**config.mk**
```make
export PLATFORM = sky130hd
export DESIGN_NAME = mem_stage
export DESIGN_NICKNAME = d
export VERILOG_FILES = /design/src/rtl/mem_stage.sv
export SDC_FILE = /design/constraint.sdc
export NUM_CORES = 1
export LEC_CHECK = 0
export ABC_CLOCK_PERIOD_IN_PS = 1900
export BUFFER_PORTS_ARGS = -buffer_cell sky130_fd_sc_hd__buf_2
export CAP_MARGIN = 20
export CORE_MARGIN = 8
export CORE_UTILIZATION = 35
export DETAILED_ROUTE_END_ITERATION = 6
export PLACE_DENSITY = 0.68
export REMOVE_ABC_BUFFERS = 1
export SETUP_SLACK_MARGIN = 0.4
export SYNTH_ARGS = -nofsm -noshare
export SYNTH_HDL_FRONTEND = slang
export SYNTH_SLANG_ARGS = --single-unit
```
**constraint.sdc**
```tcl
create_clock -name clk -period 1.9 [get_ports clk]
set_input_delay 0.57 -clock clk [delete_from_list [all_inputs] [get_ports clk]]
set_output_delay 0.57 -clock clk [all_outputs]
set_load 0.05 [all_outputs]
```
**src/rtl/mem_stage.sv**
```systemverilog
// EX/MEM pipeline register, data-memory access FSM and MEM/WB pipeline register.
// Stalls upstream while a load/store waits on dmem_ready; abandons it after TIMEOUT_CYCLES.
module mem_stage #(
    parameter int WORD_BITWIDTH    = 32,
    parameter int REG_NUM_BITWIDTH = 5,
    parameter int TIMEOUT_CYCLES   = 16
) (
    input  logic                        clk,
    input  logic                        rst,
    input  logic                        ex_valid,
    input  logic [WORD_BITWIDTH-1:0]    ex_alu_result,
    input  logic [WORD_BITWIDTH-1:0]    ex_store_data,
    input  logic                        ex_mem_read,
    input  logic                        ex_mem_write,
    input  logic                        ex_reg_write,
    input  logic                        ex_mem_to_reg,
    input  logic [REG_NUM_BITWIDTH-1:0] ex_rd,
    input  logic                        flush,
    output logic                        mem_stall,
    output logic                        dmem_req,
    output logic                        dmem_we,
    output logic [WORD_BITWIDTH-1:0]    dmem_addr,
    output logic [WORD_BITWIDTH-1:0]    dmem_wdata,
    input  logic [WORD_BITWIDTH-1:0]    dmem_rdata,
    input  logic                        dmem_ready,
    output logic [WORD_BITWIDTH-1:0]    fd_ex_mem_data,
    output logic [WORD_BITWIDTH-1:0]    fd_mem_wb_data,
    output logic [REG_NUM_BITWIDTH-1:0] exmem_rd,
    output logic                        exmem_reg_write,
    output logic [REG_NUM_BITWIDTH-1:0] memwb_rd,
    output logic                        memwb_reg_write,
    output logic                        wb_valid,
    output logic                        mem_err
);

    localparam int CW = (TIMEOUT_CYCLES < 1) ? 1 : $clog2(TIMEOUT_CYCLES + 1);
    localparam logic [WORD_BITWIDTH-1:0] TIMEOUT_DATA = WORD_BITWIDTH'(32'hDEADBEEF);

    typedef enum logic [1:0] {
        S_IDLE = 2'd0,
        S_WAIT = 2'd1,
        S_DONE = 2'd2
    } state_t;

    state_t                      r_state;
    logic [CW-1:0]               r_wait_cnt;
    logic                        r_mem_err;

    logic                        r_exmem_valid;
    logic [WORD_BITWIDTH-1:0]    r_exmem_alu;
    logic [WORD_BITWIDTH-1:0]    r_exmem_store_data;
    logic                        r_exmem_mem_read;
    logic                        r_exmem_mem_write;
    logic                        r_exmem_reg_write;
    logic                        r_exmem_mem_to_reg;
    logic [REG_NUM_BITWIDTH-1:0] r_exmem_rd;

    logic                        r_memwb_valid;
    logic                        r_memwb_reg_write;
    logic [REG_NUM_BITWIDTH-1:0] r_memwb_rd;
    logic [WORD_BITWIDTH-1:0]    r_memwb_data;

    logic                        w_in_valid;
    logic                        w_pending;
    logic                        w_req;
    logic                        w_hs;
    logic [CW-1:0]               w_access_cycle;
    logic                        w_timeout;
    logic                        w_stall;
    logic [WORD_BITWIDTH-1:0]    w_load_data;

    // w_access_cycle numbers the cycles of the current access from 1 (the IDLE
    // cycle); the access is abandoned in its TIMEOUT_CYCLES-th cycle.
    always_comb begin
        w_in_valid     = ex_valid && !flush;
        w_pending      = r_exmem_valid && (r_exmem_mem_read || r_exmem_mem_write);
        w_req          = w_pending && (r_state != S_DONE);
        w_hs           = w_req && dmem_ready;
        w_access_cycle = (r_state == S_WAIT) ? (r_wait_cnt + CW'(1)) : CW'(1);
        w_timeout      = w_req && !dmem_ready && (w_access_cycle == CW'(TIMEOUT_CYCLES));
        w_stall        = w_pending && !w_hs && !w_timeout;
        w_load_data    = w_timeout ? TIMEOUT_DATA : dmem_rdata;
    end

    always_ff @(posedge clk) begin
        if (rst) begin
            r_state    <= S_IDLE;
            r_wait_cnt <= '0;
            r_mem_err  <= 1'b0;
        end else begin
            if (w_timeout)
                r_mem_err <= 1'b1;
            case (r_state)
                S_IDLE: begin
                    if (w_pending && !dmem_ready && !w_timeout) begin
                        r_state    <= S_WAIT;
                        r_wait_cnt <= CW'(1);
                    end
                end
                S_WAIT: begin
                    if (dmem_ready || w_timeout) begin
                        r_state    <= S_IDLE;
                        r_wait_cnt <= '0;
                    end else begin
                        r_wait_cnt <= r_wait_cnt + CW'(1);
                    end
                end
                default: begin
                    r_state    <= S_IDLE;
                    r_wait_cnt <= '0;
                end
            endcase
        end
    end

    // EX/MEM holds while stalled; flush is meaningless then since EX is frozen.
    always_ff @(posedge clk) begin
        if (rst) begin
            r_exmem_valid      <= 1'b0;
            r_exmem_alu        <= '0;
            r_exmem_store_data <= '0;
            r_exmem_mem_read   <= 1'b0;
            r_exmem_mem_write  <= 1'b0;
            r_exmem_reg_write  <= 1'b0;
            r_exmem_mem_to_reg <= 1'b0;
            r_exmem_rd         <= '0;
        end else if (!w_stall) begin
            r_exmem_valid      <= w_in_valid;
            r_exmem_alu        <= ex_alu_result;
            r_exmem_store_data <= ex_store_data;
            r_exmem_mem_read   <= ex_mem_read && w_in_valid;
            r_exmem_mem_write  <= ex_mem_write && w_in_valid;
            r_exmem_reg_write  <= ex_reg_write && w_in_valid;
            r_exmem_mem_to_reg <= ex_mem_to_reg;
            r_exmem_rd         <= ex_rd;
        end
    end

    always_ff @(posedge clk) begin
        if (rst) begin
            r_memwb_valid     <= 1'b0;
            r_memwb_reg_write <= 1'b0;
            r_memwb_rd        <= '0;
            r_memwb_data      <= '0;
        end else if (w_stall) begin
            r_memwb_valid     <= 1'b0;
            r_memwb_reg_write <= 1'b0;
        end else begin
            r_memwb_valid     <= r_exmem_valid;
            r_memwb_reg_write <= r_exmem_reg_write;
            r_memwb_rd        <= r_exmem_rd;
            r_memwb_data      <= r_exmem_mem_to_reg ? w_load_data : r_exmem_alu;
        end
    end

    assign mem_stall       = w_stall;
    assign dmem_req        = w_req;
    assign dmem_we         = r_exmem_mem_write;
    assign dmem_addr       = {r_exmem_alu[WORD_BITWIDTH-1:2], 2'b00};
    assign dmem_wdata      = r_exmem_store_data;
    assign fd_ex_mem_data  = r_exmem_alu;
    assign fd_mem_wb_data  = r_memwb_data;
    assign exmem_rd        = r_exmem_rd;
    assign exmem_reg_write = r_exmem_reg_write;
    assign memwb_rd        = r_memwb_rd;
    assign memwb_reg_write = r_memwb_reg_write;
    assign wb_valid        = r_memwb_valid;
    assign mem_err         = r_mem_err;

endmodule

```
==> results of run 1 <==
-- power breakdown --
part           internal (W)  switching [W]  leakage [nW]
combinational      0.000751       0.000931          2.76
clock               0.00174        0.00107         0.254
sequential          0.00266       0.000148          1.03
total               0.00515        0.00215          4.04
-- timing repair --
action | in CTS | in global routing
gates resized for setup | 279 | 331
buffers inserted | 34 | 7
pin swaps | 12 | 3
gates cloned | 19 | 0
endpoints found under the setup margin | 259 | 259
-- cells by family (layout without fill, tap and decap cells) --
family | Yosys count | after routing | share of synthesized area
AOI/OAI and AO/OA | 133 | 133 | 0.2520
xor gates and xnor gates | 2 | 2 | 0.003852
adders and majority gates | 1 | 1 | 0.002751
muxes | 1 | 1 | 0.002201
and+or+nand+nor | 102 | 102 | 0.1051
buffers and inverters | 69 | 369 | 0.1051
other | 1 | 3 | 0.0008245
DFF | 120 | 120 | 0.5282
-- cells in the final DEF (no fill, tap or decap), drive strengths merged, types with 3 or more instances in the layout --
master | Yosys | final
o221a | 18 | 18
bufbuf | 0 | 4
a211oi | 9 | 9
nand3 | 7 | 7
clkbuf | 8 | 26
a32o | 6 | 6
nor2b | 16 | 16
nand2 | 7 | 7
buf | 57 | 331
clkinv | 0 | 4
nor2 | 59 | 59
a32oi | 3 | 3
or2 | 6 | 6
o21ai | 8 | 8
dfxtp | 120 | 120
and2 | 3 | 3
a22o | 75 | 75
a21oi | 11 | 11
inv | 4 | 4
-- metal layers --
metal,GRT usage,routed length (um),up-vias
li1,-,-,2119
met1,0.2425,7492,2253
met2,0.3749,10420,221
met3,0.06773,1391,55
met4,0.1202,653,0
met5,0,0,-
-- final cells by class --
type	instances	area, um2
Multi-Input combinational cell	241	1800
Inverter	4	17.52
Antenna cell	1	2.502
Clock inverter	4	20.02
Timing Repair Buffer	335	3695
Clock buffer	26	489.2
Tap cell	172	215.2
Sequential cell	120	2580
Fill cell	837	3851
-- path summary, 6_finish.rpt --
check                    start                  to  slack, ns
max              r_wait_cnt[1]           mem_stall      -0.33
min          ex_alu_result[30]  fd_ex_mem_data[30]       0.37
max reg2reg      r_wait_cnt[1]         exmem_rd[3]      -0.29
min reg2reg      dmem_wdata[4]       dmem_wdata[4]       0.48
-- metrics by stage --
step / std cells / utilization / hold slack (ns)
4_1_cts: 895 / 0.6339 / 0.3522
2_1_floorplan: 365 / - / 0.4262
5_1_grt: 903 / 0.6961 / 0.3610
3_3_place_gp: 812 / 0.4584 / 0.4411
3_5_place_dp: 812 / 0.4584 / 0.4512
6_report: 903 / 0.6961 / 0.3718
-- worst max-delay path: cells and delay by family, from the launching register on --
family / cells / cell delay [ns]
mux: 1 / 0.17
buf+inv: 2 / 0.19
compound gates: 1 / 0.27
flops: 1 / 0.35
simple gates: 1 / 0.08
fa+ha+maj: 1 / 0.18
==> results.sh, run 1 <==
export IMPL_crit_arrival_ns=1.66
export IMPL_synth_avg_cell_area_um2=10.60
export IMPL_worstSetupStartpointType="register"
export IMPL_yosys_most_used_dff="dfxtp_1"
export IMPL_syn_instance_count=429
export IMPL_min_path_type="in2reg"
export IMPL_synth_edf_count=0
export IMPL_io_pins=255
export IMPL_power_density_nw_per_um2=828.6
export IMPL_min_period_ns=2.230
export IMPL_grt_pass1_vias=5064
export IMPL_start_util=0.3589
export IMPL_fp_dieH_um=130.0
export IMPL_r2r_cells=13
export IMPL_synth_most_common_cell="dfxtp_1"
export IMPL_worst_slack_ns=-0.3303
export IMPL_cap_viol_max_count=0
export IMPL_drt_iter0_drc=304
export IMPL_drive_above_1_share=0.6548
export IMPL_p_leak_nw=4.041
export IMPL_cts_sinks=120
export IMPL_clk_pin_slew_worst_paths_ns=0.05
export IMPL_htree_levels=4
export IMPL_status="finished, violations left"
export IMPL_vias=4648
export IMPL_drt_vias_per_instance=5.147
export IMPL_yosys_top_cells_area="dfxtp_1 53%, a22o_1 14%, buf_4 5.6%"
export IMPL_worstSkewPairLatency_ns=0.41
export IMPL_critical_path_slowest_cell="dfxtp_2"
export IMPL_ys_seq_elements=120
export IMPL_place_area_um2=5808
export IMPL_rows=41
export IMPL_synth_area_um2=4548
export IMPL_fmax_mhz=448.4
export IMPL_cp_required_ns=1.33
export IMPL_critPathMaxFanout=2
export IMPL_yosys_top_cells_count="120 x dfxtp_1, 75 x a22o_1, 57 x nor2_1, 34 x buf_4, 18 x o221a_1"
export IMPL_dr_pass1_iters=5
export IMPL_power_total_w=0.007308
export IMPL_rsz0062_at_grt="yes"
export IMPL_gp_congestion=0.7866
export IMPL_synthArstFlopShare=0
export IMPL_dp_slack_ns=-0.1085
export IMPL_grt_overflow_total=0
export IMPL_finalSetupViolations=102
export IMPL_clock_skew_ns=0.01004
export IMPL_path_cells="ha_4, nand3_4, mux2i_2, a31o_4, inv_4, buf_8"
export IMPL_numPortBuffers=252
export IMPL_synth_top_area_share=0.5282
export IMPL_postRouteAntennaNets=0
export IMPL_clock_root_buffer="clkbuf_16"
export IMPL_finalSetupTns_ns=-19.04
export IMPL_cpPeakStageDelay_ns=0.35
export IMPL_synth_top_area_cell="dfxtp_1"
export IMPL_design_area_um2=8820
export IMPL_violations="negative setup slack"
export IMPL_die_area_um2=16900
export IMPL_ctsHoldBuffers=0
export IMPL_nNetsFinal=830
export IMPL_hold_depth=2
export IMPL_hpwl_um=10690
export IMPL_finalHoldViolCount=0
export IMPL_grt_pass1_wl_um=27970
export IMPL_clock_path_buffers=2
export IMPL_wl_per_cell_um=22.10
export IMPL_drt_wl_total_um=19950
export IMPL_post_route_drc_count=0
export IMPL_cts_tree="built"
export IMPL_antenna_found_initial=1
export IMPL_ir_drop_mv=0.5311
export IMPL_slew_violations=0
export IMPL_cts_made_buffers=17
export IMPL_die_x_um=130.0
export IMPL_area_growth_syn_to_layout_pct=93.92
export IMPL_path_class="reg2out"
export IMPL_grt_max_degree=23
export IMPL_grt_util_all_layers=0.2206
export IMPL_timing_final_crit_share=1.174
export IMPL_ys_seq_area_frac=0.5282
export IMPL_ys_types=35
export IMPL_core_area_um2=12670
export IMPL_yosysWarnings=0
export IMPL_endpoint_kind="output port"
(Power assumes the default switching activity.)
==> run 2, diff against run 1 <==
Settings changed: CORE_UTILIZATION 35 to 40, PLACE_DENSITY 0.68 to 0.76.
==> run 2 against run 1 <==
The flow still finishes with violations (negative setup slack). Critical path depth did not move. Combinational power barely moved. Wire length did not move. First-iteration DRC count rose by 3.3%. Critical endpoint unchanged. Die area fell by 11%.
==> results.sh, run 2 (synthesis gave the netlist of run 1 again) <==
export IMPL_status="finished, violations left"
export IMPL_violations="negative setup slack"
export IMPL_clock_skew_ns=0.009189
export IMPL_grt_overflow_total=0
export IMPL_gp_congestion=0.7909
export IMPL_utilization=0.7832
export IMPL_min_path_type="in2reg"
export IMPL_wl_per_cell_um=22.83
export IMPL_numPortBuffers=252
export IMPL_p_leak_nw=4.071
export IMPL_dr_pass1_iters=5
export IMPL_io_pins=255
export IMPL_grt_max_degree=25
export IMPL_postRouteAntennaNets=0
export IMPL_core_area_um2=11270
export IMPL_endpoint_kind="output port"
export IMPL_tightest_slew_ns=0.5925
export IMPL_num_antenna_cells=0
export IMPL_critical_path_slowest_cell="dfxtp_2"
export IMPL_num_fill_cells=605
export IMPL_nNetsFinal=829
export IMPL_fp_dieH_um=122.6
export IMPL_timing_final_crit_share=1.173
export IMPL_htree_levels=4
export IMPL_worst_slack_ns=-0.3289
export IMPL_layout_common_cells="109 x buf_2, 93 x buf_8, 75 x a22o_1"
export IMPL_grt_util_all_layers=0.2448
export IMPL_post_route_drc_count=0
export IMPL_whs_ns=0.3713
export IMPL_ctsHoldBuffers=0
export IMPL_mostFrequentLayoutCell="buf_2"
export IMPL_drt_vias_per_instance=5.487
export IMPL_worstSkewPairLatency_ns=0.41
export IMPL_grt_pass1_vias=5041
export IMPL_min_period_ns=2.229
export IMPL_worstSetupStartpointType="register"
export IMPL_cts_made_buffers=17
export IMPL_rsz0062_at_grt="yes"
export IMPL_power_density_nw_per_um2=905.7
export IMPL_path_cells="ha_4, nand3_4, mux2i_2, a31o_4, inv_4, buf_8"
export IMPL_cpPeakStageDelay_ns=0.34
export IMPL_drive_above_1_share=0.6402
export IMPL_path_class="reg2out"
export IMPL_dp_slack_ns=-0.1016
export IMPL_crit_arrival_ns=1.66
export IMPL_relSlewSlack=0.6044
export IMPL_drt_iter0_drc=314
export IMPL_slew_violations=0
export IMPL_fmax_mhz=448.7
export IMPL_hpwl_um=10500
export IMPL_cts_tree="built"
export IMPL_path_buf_inv=2
export IMPL_cp_required_ns=1.33
export IMPL_finalSetupViolations=102
export IMPL_start_util=0.4035
export IMPL_clock_root_buffer="clkbuf_16"
export IMPL_rows=39
export IMPL_finalHoldViolCount=0
export IMPL_die_area_um2=15040
export IMPL_vias=4796
export IMPL_path_delay_family="flip-flops"
export IMPL_drt_wl_total_um=19950
export IMPL_finalSetupTns_ns=-21.22
export IMPL_cts_sinks=120
export IMPL_clock_path_buffers=2
export IMPL_grt_pass1_wl_um=28130
export IMPL_die_x_um=122.6
export IMPL_antenna_found_initial=0
export IMPL_area_growth_syn_to_layout_pct=94.11
export IMPL_critPathMaxFanout=2
export IMPL_ir_drop_mv=0.5338
export IMPL_clk_pin_slew_worst_paths_ns=0.06
export IMPL_cap_viol_max_count=0
## run 2: cell types whose count changed in the layout (fill, tap and decap cells not counted), moves of 4 or more
cell | previous run | this run
dfxtp_2 | 61 | 47
buf_6 | 81 | 57
bufinv_16 | 0 | 4
clkbuf_1 | 6 | 0
dfxtp_1 | 32 | 43
buf_4 | 39 | 46
buf_16 | 19 | 15
buf_8 | 74 | 93
## run 2: area by class of cell
cell class	instances	area (um2)	area share
multi-input combinational	241	1765	0.2000
clock buffer	19	452.9	0.05130
sequential	120	2574	0.2915
tap	143	178.9	0.02027
inverter	4	17.52	0.001984
timing repair buffer	334	3647	0.4131
clock inverter	13	192.7	0.02183
## run 2: path summary, 6_finish.rpt
check | cells after the start | from | to | slack, ns
hold reg to reg | 1 | fd_mem_wb_data[9] | fd_mem_wb_data[9] | 0.47
setup / recovery | 6 | r_wait_cnt[0] | mem_stall | -0.33
hold / removal | 2 | ex_store_data[17] | dmem_wdata[17] | 0.37
setup reg to reg | 12 | r_wait_cnt[0] | fd_mem_wb_data[27] | -0.29
## run 2: repair_timing
action | CTS | global route
pin swaps | 16 | 3
buffers inserted | 37 | 7
resized for setup | 367 | 213
cloned | 15 | 0
setup endpoints to repair | 259 | 259
## run 2: stage by stage
stage | area (um2) | total power, W | instances
floorplan | 4091 | 0.003578 | 365
finish | 8828 | 0.007996 | 874
CTS | 8293 | 0.007820 | 867
global route | 8828 | 0.008223 | 874
global placement | 5784 | 0.003957 | 783
detailed placement | 5784 | 0.003976 | 783
## run 2: where the power goes
group	leakage [nW]	switching (W)	internal, W
sequential	1.03	0.000158	0.00265
combinational	2.73	0.000925	0.000743
clock	0.311	0.00124	0.00228
total	4.07	0.00232	0.00568
## run 2: worst register-to-register path, cell delays in order, from the launching register on
cell and delay (ns):
dfxtp_2 0.34, ha_4 0.18, nand3_4 0.09, mux2i_2 0.27
a31o_4 0.21, inv_4 0.04, buf_4 0.12, buf_6 0.12
nor2_4 0.16, buf_12 0.17, buf_8 0.14, buf_16 0.13
a32o_1 0.17
## run 2: per-layer routing
metal | up-vias | GRT usage | share of wire
met2 | 257 | 0.4127 | 0.52
li1 | 2128 | - | -
met3 | 64 | 0.07728 | 0.068
met4 | 0 | 0.1249 | 0.036
met5 | - | 0 | 0
met1 | 2347 | 0.2739 | 0.37
